[config.mk]
export PLATFORM = sky130hd
export DESIGN_NAME = pll_reset_sequencer_flat
export DESIGN_NICKNAME = d
export VERILOG_FILES = /design/src/rtl/pll_reset_sequencer_if.sv /design/src/rtl/pll_reset_sequencer.sv /design/src/flat_wrapper.sv
export SDC_FILE = /design/constraint.sdc
export NUM_CORES = 1
export LEC_CHECK = 0
export ABC_CLOCK_PERIOD_IN_PS = 2650
export CAP_MARGIN = 20
export CORE_ASPECT_RATIO = 0.9
export CORE_MARGIN = 1.5
export CORE_UTILIZATION = 50
export CTS_BUF_LIST = sky130_fd_sc_hd__clkbuf_16
export CTS_CLUSTER_DIAMETER = 150
export CTS_CLUSTER_SIZE = 10
export DETAILED_ROUTE_END_ITERATION = 16
export PLACE_DENSITY = 0.68
export SLEW_MARGIN = 10
export SYNTH_ARGS = -nofsm -noshare
export SYNTH_HDL_FRONTEND = slang
export SYNTH_SLANG_ARGS = --single-unit
export TNS_END_PERCENT = 10
[constraint.sdc]
create_clock -name clk -period 2.65 [get_ports clk]
set_input_delay 0.6625 -clock clk [delete_from_list [all_inputs] [get_ports clk]]
set_output_delay 0.6625 -clock clk [all_outputs]
set_load 0.02 [all_outputs]
[src/rtl/pll_reset_sequencer_if.sv]
// Control bundle between the PLL reset supervisor and the logic around it.
// Latency: none; plain wires grouped for port hygiene.
// Backpressure: none; every signal is a free-running level.
//
// Signals:
//   locked       PLL lock indication, asynchronous to the sequencer clock
//   req_reset    synchronous active-high soft reset request (level)
//   pll_rst      active-high reset pulse towards the PLL
//   mem_reset_n  active-low reset for SDRAM controller / clock-crossing logic
//   core_reset_n active-low reset for the core
//   ready        high once the release sequence has completed
// The master modport is the sequencer; the slave modport is its surroundings.
interface pll_reset_sequencer_if;
  logic locked;
  logic req_reset;
  logic pll_rst;
  logic mem_reset_n;
  logic core_reset_n;
  logic ready;

  modport master (
    input  locked,
    input  req_reset,
    output pll_rst,
    output mem_reset_n,
    output core_reset_n,
    output ready
  );

  modport slave (
    output locked,
    output req_reset,
    input  pll_rst,
    input  mem_reset_n,
    input  core_reset_n,
    input  ready
  );
endinterface

[src/rtl/pll_reset_sequencer.sv]
// Reset supervisor: waits for stable PLL lock, releases memory then core reset, pulses PLL reset on timeout.
// Latency: mem_reset_n rises SYNC_STAGES+LOCK_CYCLES edges after lock; core_reset_n/ready STAGE_GAP edges later.
// Backpressure: none; lock loss or req_reset re-asserts resets regardless of downstream state.
//
// Ports:
//   clk      free-running reference clock (PLL input clock, not a PLL output)
//   reset_n  asynchronous active-low reset; forces all outputs to their reset values
//   ctl      control bundle (master side): locked, req_reset in; pll_rst,
//            mem_reset_n, core_reset_n, ready out (all outputs registered)
module pll_reset_sequencer #(
  parameter int SYNC_STAGES    = 2,
  parameter int LOCK_CYCLES    = 1024,
  parameter int STAGE_GAP      = 16,
  parameter int RELOCK_TIMEOUT = 1048576,
  parameter int PLL_RST_CYCLES = 16
) (
  input  logic                  clk,
  input  logic                  reset_n,
  pll_reset_sequencer_if.master ctl
);

  function automatic int max2(input int a, input int b);
    return (a > b) ? a : b;
  endfunction

  localparam int MAXP = max2(max2(max2(LOCK_CYCLES, STAGE_GAP),
                                  max2(RELOCK_TIMEOUT, PLL_RST_CYCLES)),
                             SYNC_STAGES);
  localparam int CW   = $clog2(MAXP) + 1;

  // Terminal counts: the transition happens on the edge where the counter
  // already holds the last value, so the state lasts exactly N edges.
  localparam logic [CW-1:0] LOCK_LAST = CW'(LOCK_CYCLES - 1);
  localparam logic [CW-1:0] GAP_LAST  = CW'(STAGE_GAP - 1);
  localparam logic [CW-1:0] TO_LAST   = CW'(RELOCK_TIMEOUT - 1);
  localparam logic [CW-1:0] PR_LAST   = CW'(PLL_RST_CYCLES - 1);
  localparam logic [CW-1:0] CNT_ONE   = CW'(1);

  typedef enum logic [2:0] {
    WAIT_LOCK,
    PLL_RST,
    STABLE,
    GAP,
    RUN
  } state_t;

  state_t                 state_q, state_nxt;
  logic [CW-1:0]          cnt_q, cnt_nxt;
  logic [SYNC_STAGES-1:0] sync_q;
  logic                   locked_s;
  logic                   pll_rst_q, mem_reset_n_q, core_reset_n_q, ready_q;

  function automatic logic [CW-1:0] sat_inc(input logic [CW-1:0] v);
    return (v == {CW{1'b1}}) ? v : v + CNT_ONE;
  endfunction

  // Lock synchroniser: locked is asynchronous to clk.
  always_ff @(posedge clk or negedge reset_n) begin
    if (!reset_n) begin
      sync_q <= '0;
    end else begin
      sync_q <= {sync_q[SYNC_STAGES-2:0], ctl.locked};
    end
  end

  assign locked_s = sync_q[SYNC_STAGES-1];

  always_ff @(posedge clk or negedge reset_n) begin
    if (!reset_n) begin
      state_q <= WAIT_LOCK;
      cnt_q   <= '0;
    end else begin
      state_q <= state_nxt;
      cnt_q   <= cnt_nxt;
    end
  end

  // One shared counter: timeout in WAIT_LOCK, pulse width in PLL_RST,
  // lock qualification in STABLE, release spacing in GAP.
  always_comb begin
    state_nxt = state_q;
    cnt_nxt   = cnt_q;
    unique case (state_q)
      WAIT_LOCK: begin
        if (locked_s) begin
          // The edge that first sees lock already counts as one qualified
          // lock cycle, unless a soft reset request is holding the count.
          if (req_reset_active() || LOCK_CYCLES > 1) begin
            state_nxt = STABLE;
            cnt_nxt   = req_reset_active() ? '0 : CNT_ONE;
          end else begin
            state_nxt = GAP;
            cnt_nxt   = '0;
          end
        end else if (req_reset_active()) begin
          cnt_nxt = cnt_q;
        end else if (cnt_q >= TO_LAST) begin
          state_nxt = PLL_RST;
          cnt_nxt   = '0;
        end else begin
          cnt_nxt = sat_inc(cnt_q);
        end
      end
      PLL_RST: begin
        // Lock status and soft requests are ignored so the PLL always
        // receives a full-width reset pulse.
        if (cnt_q >= PR_LAST) begin
          state_nxt = WAIT_LOCK;
          cnt_nxt   = '0;
        end else begin
          cnt_nxt = sat_inc(cnt_q);
        end
      end
      STABLE: begin
        if (!locked_s) begin
          state_nxt = WAIT_LOCK;
          cnt_nxt   = '0;
        end else if (req_reset_active()) begin
          cnt_nxt = '0;
        end else if (cnt_q >= LOCK_LAST) begin
          state_nxt = GAP;
          cnt_nxt   = '0;
        end else begin
          cnt_nxt = sat_inc(cnt_q);
        end
      end
      GAP: begin
        if (!locked_s) begin
          state_nxt = WAIT_LOCK;
          cnt_nxt   = '0;
        end else if (req_reset_active()) begin
          state_nxt = STABLE;
          cnt_nxt   = '0;
        end else if (cnt_q >= GAP_LAST) begin
          state_nxt = RUN;
          cnt_nxt   = '0;
        end else begin
          cnt_nxt = sat_inc(cnt_q);
        end
      end
      RUN: begin
        if (!locked_s) begin
          state_nxt = WAIT_LOCK;
          cnt_nxt   = '0;
        end else if (req_reset_active()) begin
          state_nxt = STABLE;
          cnt_nxt   = '0;
        end
      end
      default: begin
        state_nxt = WAIT_LOCK;
        cnt_nxt   = '0;
      end
    endcase
  end

  function automatic logic req_reset_active();
    return ctl.req_reset;
  endfunction

  // Outputs are a registered decode of the next state, so they change on the
  // same edge as the state and core release can never precede memory release.
  always_ff @(posedge clk or negedge reset_n) begin
    if (!reset_n) begin
      pll_rst_q      <= 1'b0;
      mem_reset_n_q  <= 1'b0;
      core_reset_n_q <= 1'b0;
      ready_q        <= 1'b0;
    end else begin
      pll_rst_q      <= (state_nxt == PLL_RST);
      mem_reset_n_q  <= (state_nxt == GAP) || (state_nxt == RUN);
      core_reset_n_q <= (state_nxt == RUN);
      ready_q        <= (state_nxt == RUN);
    end
  end

  assign ctl.pll_rst      = pll_rst_q;
  assign ctl.mem_reset_n  = mem_reset_n_q;
  assign ctl.core_reset_n = core_reset_n_q;
  assign ctl.ready        = ready_q;

endmodule

[src/flat_wrapper.sv]
// flat-port wrapper written by rule: the top's interface ports become plain ports
module pll_reset_sequencer_flat 
#(
  parameter int SYNC_STAGES    = 2,
  parameter int LOCK_CYCLES    = 1024,
  parameter int STAGE_GAP      = 16,
  parameter int RELOCK_TIMEOUT = 1048576,
  parameter int PLL_RST_CYCLES = 16
)
  (clk, reset_n, ctl_locked, ctl_req_reset, ctl_pll_rst, ctl_mem_reset_n, ctl_core_reset_n, ctl_ready);
  pll_reset_sequencer_if ctl_i ();
  input  logic clk;
  input  logic reset_n;
  input wire logic [$bits(ctl_i.locked)-1:0] ctl_locked;
  input wire logic [$bits(ctl_i.req_reset)-1:0] ctl_req_reset;
  output wire logic [$bits(ctl_i.pll_rst)-1:0] ctl_pll_rst;
  output wire logic [$bits(ctl_i.mem_reset_n)-1:0] ctl_mem_reset_n;
  output wire logic [$bits(ctl_i.core_reset_n)-1:0] ctl_core_reset_n;
  output wire logic [$bits(ctl_i.ready)-1:0] ctl_ready;
  assign ctl_i.locked = ctl_locked;
  assign ctl_i.req_reset = ctl_req_reset;
  assign ctl_pll_rst = ctl_i.pll_rst;
  assign ctl_mem_reset_n = ctl_i.mem_reset_n;
  assign ctl_core_reset_n = ctl_i.core_reset_n;
  assign ctl_ready = ctl_i.ready;
  pll_reset_sequencer #(.SYNC_STAGES(SYNC_STAGES), .LOCK_CYCLES(LOCK_CYCLES), .STAGE_GAP(STAGE_GAP), .RELOCK_TIMEOUT(RELOCK_TIMEOUT), .PLL_RST_CYCLES(PLL_RST_CYCLES)) u_core (.clk(clk), .reset_n(reset_n), .ctl(ctl_i));
endmodule
==> results of run 1 <==
[logic make-up (layout without fill, tap and decap cells)]
group,count (synthesis),in the layout,share of synthesized area (%)
and+or+nand+nor,86,86,30.10
AOI/OAI and AO/OA,46,46,17.97
DFF,29,29,42.37
buffers and inverters,15,42,4.091
xor gates and xnor gates,7,7,3.579
muxes,2,2,1.169
adders and majority gates,1,1,0.7303
[power by group through the flow]
stage	Combinational, uW	Sequential, uW	Clock [uW]
after floorplan	47.0	469	0
after global placement	88.4	465	0
after detailed placement	92.4	466	0
after CTS	99.4	459	638
after global routing	109	460	655
final	99.7	459	626
[stage by stage]
stage	util [%]	cell area, um2	total power (uW)	instances
floorplan	-	1713	515.6	186
global placement	60.59	1916	553.9	244
detailed placement	60.59	1916	558.4	244
CTS	66.44	2101	1196	255
global route	66.44	2101	1224	255
finish	66.44	2101	1185	255
[cell usage in the layout (no fill, tap or decap), types with 7 or more instances in the layout]
cell type / n
buf_4: 19
nor2_1: 19
nand2_1: 14
nor4_1: 9
dfrtp_1: 29
nand3_1: 10
inv_1: 9
clkdlybuf4s50_1: 7
o21ai_0: 7
a21oi_1: 15
[synthesized netlist by cell type, drive strengths merged, types with 3 or more instances]
library cell,n,area share [%]
a211oi,5,2.8
buf,4,1.7
nor4,12,7.0
nor3,4,1.2
or3,6,2.2
and3,3,1.1
inv,8,1.8
clkbuf,3,0.66
nand3,10,2.9
o31ai,6,2.6
nand2,14,3.1
nand4,5,2.7
o21ai,7,2.0
or4,6,2.6
dfrtp,29,42
nor2,19,4.2
xnor2,6,3.1
a21oi,15,4.4
[worst min-delay path by stage]
stage	start	endpoint
after floorplan	u_core.sync_q[0]	u_core.sync_q[1]
after global placement	u_core.sync_q[0]	u_core.sync_q[1]
after detailed placement	u_core.sync_q[0]	u_core.sync_q[1]
after CTS	u_core.sync_q[0]	u_core.sync_q[1]
after global routing	u_core.sync_q[0]	u_core.sync_q[1]
final	u_core.sync_q[0]	u_core.sync_q[1]
[metal layers]
layer | wire length, um | GRT usage [%] | share of wire, %
met3 | 250 | 5.927 | 5.9
met5 | 0 | 0 | 0
met1 | 1935 | 33.50 | 46
met4 | 98 | 12.16 | 2.3
met2 | 1955 | 39.73 | 46
[worst max-delay path, stage by stage]
cell,delay [ps]
clkdlybuf4s50_1,590
and3b_1,220
o21a_1,240
a211o_1,360
or4_1,500
a21oi_1,160
[timing repair]
action | 4_1_cts | 5_1_grt
gates resized for setup | 0 | 0
buffers inserted | 3 | 0
setup endpoints to repair | 2 | 0
[sequential cells by signal (all words and copies together), names as in the netlist]
register	flops
u_core.ctl.pll_rst	1
u_core.ctl.core_reset_n	1
u_core.ctl.mem_reset_n	1
u_core.state_q	3
u_core.cnt_q	21
u_core.sync_q	2
[area by class of cell]
class	instances	share of cell area, %
Multi-Input combinational cell	142	43.66
Sequential cell	29	34.54
Timing Repair Buffer	26	10.13
Clock buffer	5	5.956
Tap cell	42	2.501
Clock inverter	3	1.787
Inverter	8	1.429
==> key figures, run 1 <==
Status
  – Outcome: completed

Route
  – Initial DRC count: 90
  – Vias per cell: 6.196
  – DRT Pass-1 Iters: 5
  – Routed WL: 4239 um
  – DRC: 0
  – Final ANT Viol Nets: 0
  – Vias: 1,580
  – Avg WL per Cell: 16.62 um

Power
  – Logic gate share of total power: 8.4%
  – Maximum vdd ir drop: 466.0 uV
  – Net Sw Power: 255.4 uW
  – Clock Power Share: 52.8%
  – Internal power: 929.4 uW
  – Register share of total power: 38.8%
  – Sw Ratio: 21.55%
  – PwrDens: 564.0 mW/mm2
  – Leak: 0.0008792 uW

Critical path
  – Required @ worst endpoint: 2850 ps
  – Setup crit end: u_core.cnt_q[11]
  – Crit Path Max Fanout: 8
  – Reg2reg setup slack: 430 ps
  – Worst r2r dst: u_core.cnt_q[0]
  – Setup CP Type: in -> reg
  – Crit start category: input pin
  – WP data arrival: 2740 ps
  – Critical Path End Type: register
  – Launching point of the worst reg2reg path: u_core.cnt_q[13]
  – Critical path launch point: ctl_req_reset
  – R2R cell count: 6

Clocking
  – Clock Latency Late Sink: 280 ps
  – Hold Buf Count CTS: 0
  – H-tree depth: 2
  – CTS Root Cell: clkbuf_16
  – Worst-path clk slew: 50 ps
  – CTS tree: built
  – Clock Sinks: 29
  – Cts bufs inserted: 5
  – Clock buffer depth: 2

Global route
  – Largest net degree at the start of global routing: 30
  – Total GRT Usage: 25.30%
  – First-pass GRT wire length: 7093 um
  – Initial antenna violation count: 0
  – GRT overflow: 0
  – Vias in the first global route: 1,465

Yosys
  – Syn avg cell area: 9.209 um2
  – Flip-flop and latch count after synthesis: 29
  – Mapped cell area: 0.001713 mm2
  – Asr flop ratio synth: 100.0%
  – Yosys warns: 0
  – EDFF count, synth: 0
  – Distinct cells, synth: 41
  – Syn Nets: 191
  – Mapped Cells: 186
  – Register area share after synthesis: 42.37%
  – Commonest register cell after synthesis: dfrtp_1

Die
  – Area of the core: 0.003162 mm2
  – Initial Util: 54.17%
  – Die ar.: 0.003786 mm2
  – IO Count: 8
  – Die Wd: 64.70 um
  – Die height: 58.53 um
  – # rows: 19

Cells and area
  – Area occupied by multi-input gates: 917.1 um2
  – Layout cells sized above 1: 16.43%
  – Nets: 217
  – Synth-to-Final Area Change: 22.64%
  – Sequential cell area: 725.7 um2
  – Filler cell count in the final layout: 242
  – # diodes: 0

Placed design
  – Gpl congestion: 0.9185
  – Detailed Place HPWL: 2944 um
  – Port Buffers: 7
  – Post-Place Setup Slack: -365.7 ps

Timing
  – F_max: 394.2 MHz
  – RSZ-0062 raised after global routing: no
  – Fin. Hold Viols: 0
  – Setup TNS Final: 0 ps
  – Tmin final: 2536 ps
  – Slew margin rel.: 54.39%
  – Final setup margin: 113.5 ps
  – Worst Max-Slew Pin Slew: 677.9 ps
  – # setup viols final: 0
  – Layout Skew: 9.100 ps
  – Worst-case hold slack: 348.7 ps
  – Final Max Tran Viols: 0
  – Fin crit share: 95.72%

Hold path
  – HP Class: reg -> reg
  – WHS Path Cells: 0

Run
  – Number of max-cap violations: 0
Power figures use the tool's default switching activity.
==> run 2: changes to the inputs <==
--- a/config.mk
+++ b/config.mk
@@ -9,12 +9,13 @@
 export CAP_MARGIN = 20
 export CORE_ASPECT_RATIO = 0.9
 export CORE_MARGIN = 1.5
-export CORE_UTILIZATION = 50
+export CORE_UTILIZATION = 59
 export CTS_BUF_LIST = sky130_fd_sc_hd__clkbuf_16
 export CTS_CLUSTER_DIAMETER = 150
 export CTS_CLUSTER_SIZE = 10
 export DETAILED_ROUTE_END_ITERATION = 16
-export PLACE_DENSITY = 0.68
+export PLACE_DENSITY = 0.78
+export SKIP_CTS_REPAIR_TIMING = 1
 export SLEW_MARGIN = 10
 export SYNTH_ARGS = -nofsm -noshare
 export SYNTH_HDL_FRONTEND = slang
==> run 2 against run 1 <==
- total power decreased by 10%
- critical path depth stayed put
- register-to-register slack got worse by 70 ps
- routed wire length down 11%
- final cell count decreased by 5.5%
- global-route usage is 2.1 points higher
- largest cell class unchanged
==> key figures, run 2 (synthesis results as in run 1) <==
Status
  – Outcome: completed (unchanged)

Cells and area
  – Layout cells sized above 1: 11.44% (was 16.43%)
  – Most frequent cells in the layout: 29 x dfrtp_1, 19 x nor2_1, 15 x a21oi_1 (was 29 x dfrtp_1, 19 x nor2_1, 19 x buf_4)
  – Synth-to-Final Area Change: 16.51% (was 22.64%)
  – Most common library cell in the layout ignoring fill and taps: dfrtp_1 (unchanged)
  – Area occupied by multi-input gates: 917.1 um2 (unchanged)
  – Top flop regs: u_core.cnt_q (21), u_core.state_q (3), u_core.sync_q (2) (unchanged)
  – # diodes: 0 (unchanged)
  – Filler cell count in the final layout: 219 (was 242)
  – Top reg by flops: u_core.cnt_q (unchanged)
  – Sequential cell area: 725.7 um2 (unchanged)
  – Fin area: 0.001996 mm2 (was 0.002101 mm2)
  – Nets: 205 (was 217)
  – Number of flip-flops in the largest register: 21 (unchanged)

Die
  – Die height: 54.12 um (was 58.53 um)
  – Die ar.: 0.003236 mm2 (was 0.003786 mm2)
  – Initial Util: 62.34% (was 54.17%)
  – Die Wd: 59.80 um (was 64.70 um)
  – Area of the core: 0.002748 mm2 (was 0.003162 mm2)
  – # rows: 18 (was 19)
  – IO Count: 8 (unchanged)

Global route
  – Largest net degree at the start of global routing: 30 (unchanged)
  – GRT overflow: 0 (unchanged)
  – Vias in the first global route: 1,379 (was 1,465)
  – Total GRT Usage: 27.37% (was 25.30%)
  – First-pass GRT wire length: 6375 um (was 7093 um)
  – Initial antenna violation count: 0 (unchanged)

Clocking
  – Clock buffer depth: 2 (unchanged)
  – Clock Sinks: 29 (unchanged)
  – H-tree depth: 2 (unchanged)
  – Cts bufs inserted: 5 (unchanged)
  – CTS tree: built (unchanged)
  – Clock Latency Late Sink: 280 ps (about the same)
  – Worst-path clk slew: 40 ps (was 50 ps)
  – CTS Root Cell: clkbuf_16 (unchanged)

Route
  – Routed WL: 3786 um (was 4239 um)
  – Final ANT Viol Nets: 0 (unchanged)
  – DRT Pass-1 Iters: 4 (was 5)
  – Avg WL per Cell: 15.71 um (was 16.62 um)
  – Vias: 1,485 (was 1,580)
  – DRC: 0 (unchanged)
  – Initial DRC count: 120 (was 90)
  – Vias per cell: 6.162 (was 6.196)

Critical path
  – WP data arrival: 2620 ps (was 2740 ps)
  – CP max stage cell: clkdlybuf4s50_1 (unchanged)
  – Crit Path Max Fanout: 8 (unchanged)
  – CP delay by family, top: simple AND/OR/NAND/NOR gates (was compound AO/OA/AOI/OAI gates)
  – Slowest Stage Delay on Critical Path: 570 ps (was 590 ps)
  – Setup CP Type: in -> reg (unchanged)
  – Worst path cell trace: clkdlybuf4s50_1 -> and3b_1 -> o21a_1 -> a211o_1 -> or4_1 -> a21oi_1 (unchanged)
  – Buf+Inv Stages, Crit Path: 1 (unchanged)
  – Crit start category: input pin (unchanged)
  – Critical Path End Type: register (unchanged)
  – Required @ worst endpoint: 2840 ps (was 2850 ps)

Power
  – PwrDens: 532.3 mW/mm2 (was 564.0 mW/mm2)
  – Leak: 0.0008108 uW (was 0.0008792 uW)
  – Maximum vdd ir drop: 387.9 uV (was 466.0 uV)

Timing
  – # setup viols final: 0 (unchanged)
  – Slew margin rel.: 66.95% (was 54.39%)
  – Worst-case hold slack: 350.5 ps (was 348.7 ps)
  – RSZ-0062 raised after global routing: no (unchanged)
  – Layout Skew: 6.035 ps (was 9.100 ps)
  – Fin. Hold Viols: 0 (unchanged)
  – F_max: 411.8 MHz (was 394.2 MHz)
  – Tmin final: 2428 ps (was 2536 ps)
  – Fin crit share: 91.63% (was 95.72%)
  – Final Max Tran Viols: 0 (unchanged)
  – Worst Max-Slew Pin Slew: 492.0 ps (was 677.9 ps)

Run
  – Number of max-cap violations: 0 (unchanged)

Hold path
  – HP Class: reg -> reg (unchanged)

Placed design
  – Gpl congestion: 0.8452 (was 0.9185)
  – Port Buffers: 7 (unchanged)
  – Post-DP Area: 0.001858 mm2 (was 0.001916 mm2)
  – Detailed Place HPWL: 2771 um (was 2944 um)
[run 2: cell types whose count changed in the layout (fill, tap and decap cells not counted), sizes merged]
cell    previous run  this run
clkinv             1         3
buf               19         7
bufinv             1         0
inv                9         8
[run 2: layer usage]
layer / GRT usage [%] / vias up / wire (um)
li1: - / 734 / -
met1: 34.94 / 712 / 1761
met2: 44.57 / 35 / 1837
met3: 6.731 / 4 / 143
met4: 11.11 / 0 / 43
met5: 0 / - / 0
[run 2: worst paths after layout]
check                                 start                end  slack [ps]  cells past startpoint
max                           ctl_req_reset   u_core.cnt_q[11]         220                      6
min                        u_core.sync_q[0]   u_core.sync_q[1]         350                      0
max reg2reg                 u_core.cnt_q[0]   u_core.cnt_q[11]         360                      7
min reg2reg                u_core.sync_q[0]   u_core.sync_q[1]         350                      0
max in group asynchronous           reset_n    u_core.cnt_q[3]        1610                      2
min in group asynchronous           reset_n  u_core.state_q[2]         770                      2
[run 2: final cells by class]
class / instances / share of cell area, %
repair buffers: 14 / 6.771
clock inverters: 3 / 0.6270
flip-flops and latches: 29 / 36.36
well taps: 40 / 2.508
multi-input cells: 142 / 45.96
inverters: 8 / 1.505
clock buffers: 5 / 6.270
[run 2: report_power, final]
group	internal (uW)	switching (uW)	leakage [uW]	total, uW
clock	337	179	0.0000687	516
sequential	452	13.2	0.000396	465
combinational	33.2	47.6	0.000346	80.8
total	823	240	0.000811	1060
[run 2: worst register-to-register path: stages, from the launching register on]
cell and delay, ps:
dfrtp_1 470, ha_1 270, a21oi_1 120, nor4_4 430
nor3b_2 150, nor4_4 470, buf_12 200, a21oi_1 50
[run 2: metrics by stage]
step	util [%]	std cells	TNS, ps	setup slack [ps]	power (uW)
finish	72.63	241	0	221.8	1062
global route	72.63	241	0	120.4	1105
CTS	72.63	241	0	217.0	1070
detailed placement	67.62	233	-85.94	-40.21	552.2
global placement	67.62	233	0	29.86	546.9
floorplan	-	186	0	594.5	515.6
==> run 3: changes to the inputs <==
--- a/config.mk
+++ b/config.mk
@@ -5,7 +5,7 @@
 export SDC_FILE = /design/constraint.sdc
 export NUM_CORES = 1
 export LEC_CHECK = 0
-export ABC_CLOCK_PERIOD_IN_PS = 2650
+export ABC_CLOCK_PERIOD_IN_PS = 2600
 export CAP_MARGIN = 20
 export CORE_ASPECT_RATIO = 0.9
 export CORE_MARGIN = 1.5
==> constraint.sdc (replaced) <==
create_clock -name clk -period 2.6 [get_ports clk]
set_input_delay 0.65 -clock clk [delete_from_list [all_inputs] [get_ports clk]]
set_output_delay 0.65 -clock clk [all_outputs]
set_load 0.02 [all_outputs]
==> run 3 against run 2 <==
- sequential share of layout area down 0.95 points
- routed wire length is 8.6% higher
- total power up 4.0%
- sequential power is 2% higher
- setup slack got worse by 16 ps
- critical path depth is the same
- cell area up 2.7%
- critical path type unchanged
- largest cell class unchanged
- highest routed layer unchanged
==> key figures, run 3 (synthesis results as in run 1) <==
Power
  – Internal power: 845.3 uW (was 822.5 uW)
  – Leak: 0.0008504 uW (was 0.0008108 uW)
  – Clock Power Share: 48.9% (was 48.6%)
  – Logic gate share of total power: 8.1% (was 7.6%)
  – Sw Ratio: 23.47% (was 22.56%)
  – PwrDens: 538.9 mW/mm2 (was 532.3 mW/mm2)
  – Register share of total power: 43.0% (was 43.8%)
  – Net Sw Power: 259.2 uW (was 239.7 uW)
  – Tot Pwr: 1105 uW (was 1062 uW)
  – Maximum vdd ir drop: 506.0 uV (was 387.9 uV)

Cells and area
  – Top flop regs: u_core.cnt_q (21), u_core.state_q (3), u_core.sync_q (2) (unchanged)
  – Top reg by flops: u_core.cnt_q (unchanged)
  – # diodes: 0 (unchanged)
  – Most frequent cells in the layout: 29 x dfrtp_1, 19 x nor2_1, 15 x a21oi_1 (unchanged)
  – Nets: 212 (was 205)
  – Number of flip-flops in the largest register: 21 (unchanged)
  – Most common library cell in the layout ignoring fill and taps: dfrtp_1 (unchanged)
  – Layout cells sized above 1: 14.90% (was 11.44%)
  – Synth-to-Final Area Change: 19.65% (was 16.51%)

Route
  – DRT Pass-1 Iters: 5 (was 4)
  – Vias per cell: 6.327 (was 6.162)
  – Avg WL per Cell: 16.58 um (was 15.71 um)
  – Final ANT Viol Nets: 0 (unchanged)
  – Routed WL: 4111 um (was 3786 um)
  – DRC: 0 (unchanged)
  – Vias: 1,569 (was 1,485)
  – Initial DRC count: 133 (was 120)

Clocking
  – H-tree depth: 2 (unchanged)
  – Clock buffer depth: 2 (unchanged)
  – CTS Root Cell: clkbuf_16 (unchanged)
  – Clock Sinks: 29 (unchanged)
  – Worst-path clk slew: 50 ps (was 40 ps)
  – Clock Latency Late Sink: 280 ps (about the same)
  – Cts bufs inserted: 5 (unchanged)
  – CTS tree: built (unchanged)

Critical path
  – Critical Path End Type: register (unchanged)
  – Crit start category: input pin (unchanged)
  – Setup CP Type: in -> reg (unchanged)
  – Crit Path Max Fanout: 7 (was 8)
  – Required @ worst endpoint: 2800 ps (was 2840 ps)
  – WP data arrival: 2590 ps (was 2620 ps)

Timing
  – Worst Max-Slew Pin Slew: 526.4 ps (was 492.0 ps)
  – Fin crit share: 92.08%
  – RSZ-0062 raised after global routing: no (unchanged)
  – Layout Skew: 4.854 ps (was 6.035 ps)
  – Final Max Tran Viols: 0 (unchanged)
  – F_max: 417.7 MHz
  – Tmin final: 2394 ps
  – Slew margin rel.: 64.64% (was 66.95%)
  – Fin. Hold Viols: 0 (unchanged)
  – Setup TNS Final: 0 ps (unchanged)
  – # setup viols final: 0 (unchanged)

Status
  – Outcome: completed (unchanged)

Global route
  – Total GRT Usage: 29.87% (was 27.37%)
  – Vias in the first global route: 1,433 (was 1,379)
  – First-pass GRT wire length: 6879 um (was 6375 um)
  – Largest net degree at the start of global routing: 30 (unchanged)
  – GRT overflow: 0 (unchanged)
  – Initial antenna violation count: 0 (unchanged)

Die
  – Die Wd: 59.80 um (unchanged)
  – Die height: 54.12 um (unchanged)
  – # rows: 18 (unchanged)
  – Die ar.: 0.003236 mm2 (unchanged)
  – Area of the core: 0.002748 mm2 (unchanged)
  – Initial Util: 62.34% (unchanged)
  – IO Count: 8 (unchanged)

Run
  – Number of max-cap violations: 0 (unchanged)

Placed design
  – Detailed Place HPWL: 2925 um (was 2771 um)
  – Gpl congestion: 0.8431 (was 0.8452)
  – Port Buffers: 7 (unchanged)

Hold path
  – HP Class: reg -> reg (unchanged)
run 3: cell types whose count changed in the layout (fill, tap and decap cells not counted):
cell	change
inv_1	+1
clkinv_1	-2
buf_4	+7
clkinv_2	+1
run 3: power by group through the flow:
stage	registers [uW]	logic, uW	clock network (uW)
after CTS	474	89.1	550
after global placement	480	83.1	0
after global routing	476	99.1	574
final	475	89.4	540
after floorplan	478	47.9	0
after detailed placement	482	88.3	0
run 3: worst max-delay path: stages:
cell	delay, ps
clkdlybuf4s50_1	550
and3b_1	210
o21a_1	200
a211o_1	320
or4_1	480
a21oi_1	160
run 3: cell type report:
cell class              count  area, um2
multi-input cells         142      917.1
flip-flops and latches     29      725.7
fillers                   215      698.2
repair buffers             21      187.7
clock buffers               5      125.1
well taps                  40      50.05
inverters                   8      30.03
clock inverters             3      13.76
run 3: stage by stage:
step / hold slack, ps / setup slack, ps / std cells / cell area (um2) / utilization, %
floorplan: 331.2 / 557.0 / 186 / 1713 / -
global placement: 335.1 / 17.90 / 240 / 1911 / 69.54
detailed placement: 340.2 / -41.78 / 240 / 1911 / 69.54
CTS: 351.3 / 222.1 / 248 / 2049 / 74.59
global route: 367.8 / 83.54 / 248 / 2049 / 74.59
finish: 348.3 / 205.8 / 248 / 2049 / 74.59
run 3: metal layers:
metal  wire length, um  up-vias  global-route usage (%)
li1                  -      744                       -
met1              1714      746                   35.63
met2              2048       67                   50.54
met3               278       12                   10.58
met4                70        0                   9.259
met5                 0        -                       0
run 3: path summary, 6_finish.rpt:
check	startpoint	end	slack (ps)	cells after the start
setup / recovery	ctl_req_reset	u_core.cnt_q[17]	210	6
hold / removal	u_core.sync_q[0]	u_core.sync_q[1]	350	0
setup reg to reg	u_core.cnt_q[0]	u_core.cnt_q[17]	210	8
hold reg to reg	u_core.sync_q[0]	u_core.sync_q[1]	350	0
max in group asynchronous	reset_n	u_core.cnt_q[19]	1560	2
min in group asynchronous	reset_n	u_core.state_q[2]	770	2
